`src/rtl/risc_pkg.sv`:
```
// Shared core definitions: load/store encodings, LSU state, access-size decode.
// Imported by the LSU controller and its alignment helper.
package risc_pkg;

    typedef enum logic [1:0] {
        IDLE = 2'd0,
        REQ  = 2'd1,
        WAIT = 2'd2,
        DONE = 2'd3
    } lsu_state_t;

    // Low two funct3 bits give the size; bit 2 marks unsigned loads.
    localparam logic [2:0] F3_LB  = 3'd0;
    localparam logic [2:0] F3_LH  = 3'd1;
    localparam logic [2:0] F3_LW  = 3'd2;
    localparam logic [2:0] F3_LBU = 3'd4;
    localparam logic [2:0] F3_LHU = 3'd5;
    localparam logic [2:0] F3_SB  = 3'd0;
    localparam logic [2:0] F3_SH  = 3'd1;
    localparam logic [2:0] F3_SW  = 3'd2;

    typedef enum logic [1:0] {
        DMEM_B = 2'd0,
        DMEM_H = 2'd1,
        DMEM_W = 2'd2,
        DMEM_X = 2'd3
    } op_dmem_size;

    function automatic op_dmem_size dmem_size(input logic [2:0] f3);
        return op_dmem_size'(f3[1:0]);
    endfunction

    function automatic logic access_illegal(input logic we,
                                            input logic [2:0] f3);
        logic bad;
        if (we) begin
            bad = (f3 > F3_SW);
        end else begin
            bad = !(f3 == F3_LB || f3 == F3_LH || f3 == F3_LW ||
                    f3 == F3_LBU || f3 == F3_LHU);
        end
        return bad;
    endfunction

    function automatic logic access_misaligned(input op_dmem_size sz,
                                               input logic [1:0] off);
        return (sz == DMEM_H && off[0]) ||
               (sz == DMEM_W && off != 2'b00);
    endfunction

endpackage

```
`src/rtl/lsu_align.sv`:
```
// Byte-lane helper: store byte enables and lane replication, load
// extraction with sign/zero extension. Purely combinational.
module lsu_align
    import risc_pkg::*;
(
    input  op_dmem_size st_size,
    input  logic [1:0]  st_off,
    input  logic [31:0] st_data,
    output logic [3:0]  be,
    output logic [31:0] wlane,
    input  logic [2:0]  ld_funct3,
    input  logic [1:0]  ld_off,
    input  logic [31:0] ld_word,
    output logic [31:0] ld_data
);

    logic [7:0]  ld_byte;
    logic [15:0] ld_half;
    logic        ld_uns;

    always_comb begin
        be    = 4'b0000;
        wlane = st_data;
        case (st_size)
            DMEM_B: begin
                be    = 4'b0001 << st_off;
                wlane = {4{st_data[7:0]}};
            end
            DMEM_H: begin
                be    = 4'b0011 << st_off;
                wlane = {2{st_data[15:0]}};
            end
            DMEM_W: begin
                be    = 4'b1111;
            end
            default: begin
                be    = 4'b0000;
            end
        endcase
    end

    always_comb begin
        ld_byte = ld_word[7:0];
        case (ld_off)
            2'd0: ld_byte = ld_word[7:0];
            2'd1: ld_byte = ld_word[15:8];
            2'd2: ld_byte = ld_word[23:16];
            2'd3: ld_byte = ld_word[31:24];
            default: ld_byte = ld_word[7:0];
        endcase
    end

    assign ld_half = ld_off[1] ? ld_word[31:16] : ld_word[15:0];
    assign ld_uns  = ld_funct3[2];

    always_comb begin
        ld_data = ld_word;
        case (dmem_size(ld_funct3))
            DMEM_B: ld_data = {{24{!ld_uns && ld_byte[7]}}, ld_byte};
            DMEM_H: ld_data = {{16{!ld_uns && ld_half[15]}}, ld_half};
            default: ld_data = ld_word;
        endcase
    end

endmodule

```
`src/rtl/lsu_ctrl.sv`:
```
// Load/store controller: one access per instruction over a req/gnt/rvalid
// bus, stalling the core until done_o; flags misaligned/illegal/bus/timeout.
// Ports: core side req_i/we_i/funct3_i/addr_i/wdata_i -> stall_o/done_o/
// err_o/rdata_o; bus side mem_req_o/we/addr/be/wdata, mem_gnt_i/rvalid/rdata/err.
module lsu_ctrl
    import risc_pkg::*;
#(
    parameter int XLEN        = 32,
    parameter int GNT_TIMEOUT = 255
) (
    input  logic            clk,
    input  logic            rst_n,
    input  logic            req_i,
    input  logic            we_i,
    input  logic [2:0]      funct3_i,
    input  logic [XLEN-1:0] addr_i,
    input  logic [XLEN-1:0] wdata_i,
    output logic            stall_o,
    output logic            done_o,
    output logic            err_o,
    output logic [XLEN-1:0] rdata_o,
    output logic            mem_req_o,
    output logic            mem_we_o,
    output logic [XLEN-1:0] mem_addr_o,
    output logic [3:0]      mem_be_o,
    output logic [XLEN-1:0] mem_wdata_o,
    input  logic            mem_gnt_i,
    input  logic            mem_rvalid_i,
    input  logic [XLEN-1:0] mem_rdata_i,
    input  logic            mem_err_i
);

    localparam int CW = $clog2(GNT_TIMEOUT + 1);

    lsu_state_t      state;
    lsu_state_t      state_nx;
    logic [CW-1:0]   cnt;
    logic            we_q;
    logic [2:0]      f3_q;
    logic [1:0]      off_q;
    logic [XLEN-1:0] addr_q;
    logic [XLEN-1:0] wdata_q;
    logic [XLEN-1:0] rdata_q;
    logic [3:0]      be_q;
    logic            err_q;

    op_dmem_size     size_in;
    logic            bad_in;
    logic            timeout;
    logic [3:0]      be_in;
    logic [XLEN-1:0] wlane_in;
    logic [XLEN-1:0] ld_data;

    assign size_in = dmem_size(funct3_i);
    assign bad_in  = access_illegal(we_i, funct3_i) ||
                     access_misaligned(size_in, addr_i[1:0]);
    // Last grant-less REQ cycle: after this the access is abandoned.
    assign timeout = (cnt == CW'(GNT_TIMEOUT - 1));

    lsu_align u_align (
        .st_size   (size_in),
        .st_off    (addr_i[1:0]),
        .st_data   (wdata_i),
        .be        (be_in),
        .wlane     (wlane_in),
        .ld_funct3 (f3_q),
        .ld_off    (off_q),
        .ld_word   (mem_rdata_i),
        .ld_data   (ld_data)
    );

    always_ff @(posedge clk or negedge rst_n) begin
        if (!rst_n) begin
            state <= IDLE;
        end else begin
            state <= state_nx;
        end
    end

    always_comb begin
        state_nx = state;
        unique case (state)
            IDLE: begin
                if (req_i) begin
                    state_nx = bad_in ? DONE : REQ;
                end
            end
            REQ: begin
                if (mem_gnt_i) begin
                    state_nx = WAIT;
                end else if (timeout) begin
                    state_nx = DONE;
                end
            end
            WAIT: begin
                if (mem_rvalid_i) begin
                    state_nx = DONE;
                end
            end
            DONE: begin
                state_nx = IDLE;
            end
            default: begin
                state_nx = IDLE;
            end
        endcase
    end

    always_ff @(posedge clk or negedge rst_n) begin
        if (!rst_n) begin
            cnt     <= '0;
            we_q    <= 1'b0;
            f3_q    <= 3'd0;
            off_q   <= 2'd0;
            addr_q  <= '0;
            wdata_q <= '0;
            be_q    <= 4'b0000;
            err_q   <= 1'b0;
            rdata_q <= '0;
        end else begin
            unique case (state)
                IDLE: begin
                    if (req_i) begin
                        err_q <= bad_in;
                        cnt   <= '0;
                        if (!bad_in) begin
                            we_q    <= we_i;
                            f3_q    <= funct3_i;
                            off_q   <= addr_i[1:0];
                            addr_q  <= {addr_i[XLEN-1:2], 2'b00};
                            be_q    <= be_in;
                            wdata_q <= wlane_in;
                        end
                    end
                end
                REQ: begin
                    if (mem_gnt_i) begin
                        cnt <= '0;
                    end else if (timeout) begin
                        err_q <= 1'b1;
                    end else begin
                        cnt <= cnt + 1'b1;
                    end
                end
                WAIT: begin
                    if (mem_rvalid_i) begin
                        err_q <= mem_err_i;
                        // Failed loads keep the previous result visible.
                        if (!we_q && !mem_err_i) begin
                            rdata_q <= ld_data;
                        end
                    end
                end
                default: begin
                end
            endcase
        end
    end

    assign stall_o     = req_i && (state != DONE);
    assign done_o      = (state == DONE);
    assign err_o       = (state == DONE) && err_q;
    assign rdata_o     = rdata_q;
    assign mem_req_o   = (state == REQ);
    assign mem_we_o    = we_q;
    assign mem_addr_o  = addr_q;
    assign mem_be_o    = be_q;
    assign mem_wdata_o = wdata_q;

endmodule

```
`config.mk`:
```
export PLATFORM = sky130hd
export DESIGN_NAME = lsu_ctrl
export DESIGN_NICKNAME = d
export VERILOG_FILES = /design/src/rtl/risc_pkg.sv /design/src/rtl/lsu_align.sv /design/src/rtl/lsu_ctrl.sv
export SDC_FILE = /design/constraint.sdc
export NUM_CORES = 1
export LEC_CHECK = 0
export BUFFER_PORTS_ARGS = -buffer_cell sky130_fd_sc_hd__buf_2
export CAP_MARGIN = 20
export CORE_AREA = 5 5 131 133
export DETAILED_ROUTE_END_ITERATION = 12
export DIE_AREA = 0 0 136 138
export GPL_ROUTABILITY_DRIVEN = 0
export HOLD_SLACK_MARGIN = 0.12
export PLACE_DENSITY_LB_ADDON = 0.08
export SETUP_SLACK_MARGIN = 0.3
export SLEW_MARGIN = 5
export SYNTH_ARGS = -nofsm -noshare
export SYNTH_HDL_FRONTEND = slang
export SYNTH_SLANG_ARGS = --single-unit
```
`constraint.sdc`:
```
create_clock -name clk -period 2.2 [get_ports clk]
set_input_delay 0.11 -clock clk [delete_from_list [all_inputs] [get_ports clk]]
set_output_delay 0.11 -clock clk [all_outputs]
set_load 0.02 [all_outputs]
```
==> run metrics <==
Worst slew margin 0.5585; DRT Wirelength 18540 um; area taken by flip-flops and latches 2878 um^2; Yosys reg bits 115; final period utilization 0.8379; full die area 18770 um^2; start point of the critical path state[0]; Switching Share 0.4020; met1 Use GR 0.2438; Clk pwr share 0.259; type of origin of the critical path register; proportion of layout cells with a drive suffix above 1 0.3058; critical path class register to register; DR pass1 iterations 4; met2 usage 0.3231; PD cells 1369 nW/um^2; Via density 4.828; antenna-violating nets left 0; synth unique cells 45; antenna violations before repair 1; Area after DPL 6714 um^2; mean routed wirelength per cell 16.13 um; synth-to-layout area growth 56.81%; Slew @ Worst Pin 0.6622 ns; leading area contributor after synthesis dfrtp_1; remaining global-route overflow 0; combinational fraction of design power 0.421; initial core utilization 0.3457; initial drt markers 345; vias in the first global route 5806; clock tree buffer depth 2; Total Power 11.66 mW; Psw 4.688 mW; Port Buf Inserts 208; multi-input logic area 2462 um^2; M3 GR Usage 0.06422; first-pass GRT wire length 29910 um; Post-Syn Area per Cell 8.978 um^2; largest net degree at the start of global routing 116; Cells after Synth 605; DRC Markers 0; Clock H-tree levels 4; Post-DP HPWL 12020 um; fin area 8517 um^2; Max Freq 542.5 MHz; Final setup viols 0; Final min period 1.843 ns; sequential power share 0.320; DIE WIDTH 136 um; grt peak-use layer met2; Critical R2R Launch state[0]; IR drop worst, VDD 0.0006334 V; Max FO, Critical Path 7; Synth Cell Area 5431 um^2; area of the core 15710 um^2; Num CTS Buffers 17; CP Data Arrival Time 2.18 ns; clock slew at reported path FFs 0.05 ns; WP data required 2.54 ns; RSZ-0062 raised after global routing true; status finished clean; Ys Warns 0; hold_sp mem_err_i; Slew Limit Fails 0; Min-Delay Path Depth 4; I/O Pins 211; Final #Nets 1032; GRT Total Usage 0.1987; CTS Sinks 115; CP Capture Type register; Clock Skews 0.007490 ns; top cell type's share of synthesized area 0.5298; Seq/Total Area, Yosys 0.5298; Die Ht 138 um; max cap viols 0; Synth area leaders dfrtp_1, nand2_1, mux2i_1, a21oi_1, nor2_1; Clk Tree Root Cell clkbuf_16; Clock Latency Late Sink 0.41 ns; Filler Cell Count 1441; FF-to-FF path depth 7; vias 5547; Lkg Pwr 4.228 nW; Final Hold Fails 0; row cnt 46; CTS tree built; Worst Hold Class primary input to register; internal power 6.976 mW
==> final timing paths <==
kind                                       end  slack, ns
worst min-delay path                     err_q       0.23
worst min register to register  mem_addr_o[31]       0.46
max in group asynchronous             state[0]       1.36
worst max register to register          cnt[7]       0.36
worst max-delay path                    cnt[7]       0.36
min in group asynchronous               cnt[7]       0.32
==> cell type report <==
class,count,area share
Tap cell,216,0.03173
Timing Repair Buffer,328,0.2613
Inverter,8,0.003526
Antenna cell,1,0.0002938
Clock inverter,13,0.02453
Clock buffer,18,0.05156
Sequential cell,115,0.3379
Multi-Input combinational cell,450,0.2891
==> synthesized netlist by cell type (all sizes together) <==
master / instances
mux4: 1
a21oi: 37
a221o: 1
nor4b: 1
a221oi: 7
o22ai: 1
clkbuf: 14
nor2: 47
a211o: 1
buf: 21
ha: 6
nor2b: 3
a21boi: 1
a21o: 3
mux2i: 27
o211ai: 2
and2: 1
or4: 6
or2: 2
o21bai: 1
o31a: 1
and3: 1
conb: 1
dfrtp: 115
nand4: 1
or3: 3
o31ai: 5
nand3: 5
o221a: 7
a31oi: 8
nor3: 11
nand4bb: 1
nand2: 202
a2111oi: 1
o21ai: 38
inv: 8
mux2: 2
nand2b: 10
o22a: 2
==> worst max-delay path, stage by stage, from the launching register on <==
cell and delay (ns):
dfrtp_1 0.39, buf_4 0.14, ha_4 0.18, mux2_4 0.17
o31ai_4 0.09, buf_4 0.16, or4_1 0.50, a21oi_1 0.14
==> power by group through the flow <==
stage / sequential [mW] / combinational (mW) / clock [mW]
after floorplan: 4.77 / 1.82 / 0
after global placement: 3.71 / 4.51 / 0
after detailed placement: 3.73 / 4.60 / 0
after CTS: 3.73 / 4.86 / 3.10
after global routing: 3.87 / 5.41 / 3.18
final: 3.73 / 4.92 / 3.02
==> cell usage in the layout (no fill, tap or decap), types with 8 or more instances in the layout <==
cell           synthesis  layout
clkbuf_16              0      17
o21ai_0               35      35
buf_4                  2      17
mux2i_1               27      27
nor2_1                47      47
a21oi_1               36      36
buf_2                 15     207
nand2_1              202     202
dlygate4sd3_1          0     101
nand2b_1              10       8
dfrtp_1              115     115
nor3_1                11      11
==> routing by layer <==
layer | vias up | routed length (um)
li1 | 2677 | -
met1 | 2624 | 7513
met2 | 205 | 9100
met3 | 41 | 1415
met4 | 0 | 510
met5 | - | 0
==> registers in the layout, summed over array words and instances, names as in the netlist <==
| name | flops |
|---|---|
| mem_addr_o | 30 |
| f3_q | 3 |
| cnt | 8 |
| rdata_o | 32 |
| err_q | 1 |
| mem_be_o | 4 |
| state | 2 |
| mem_wdata_o | 32 |
| off_q | 2 |
| mem_we_o | 1 |
==> repair_timing <==
item	CTS	global route
setup endpoints to repair	87	27
hold buffers	101	0
setup buffers	3	1
endpoints found under the hold margin	216	0
resized for setup	8	8
pin swaps	0	0
gates cloned	1	2
==> cells by family (layout without fill, tap and decap cells) <==
| kind of cell | count (synthesis) | in the layout | share of synthesized area |
|---|---|---|---|
| DFF | 115 | 115 | 0.5298 |
| adders and majority gates | 6 | 6 | 0.01382 |
| muxes | 30 | 30 | 0.05805 |
| and+or+nand+nor | 294 | 294 | 0.2264 |
| buffers and inverters | 43 | 367 | 0.03870 |
| AOI/OAI and AO/OA | 116 | 118 | 0.1325 |
| other | 1 | 3 | 0.0006904 |
==> metrics by stage <==
stage                     cells  utilization  hold slack, ns  setup TNS, ns  setup slack (ns)
after global routing       1149       0.5420          0.2523              0            0.2862
after CTS                  1145       0.5373          0.1924              0            0.3092
after floorplan             606            -         -0.1856              0            0.3331
after detailed placement   1009       0.4273          0.2631              0           0.08820
final                      1149       0.5420          0.2302              0            0.3567
after global placement     1008       0.4270          0.2573       -0.05203          -0.05203
Note: power is estimated with default switching activity, not from simulation.
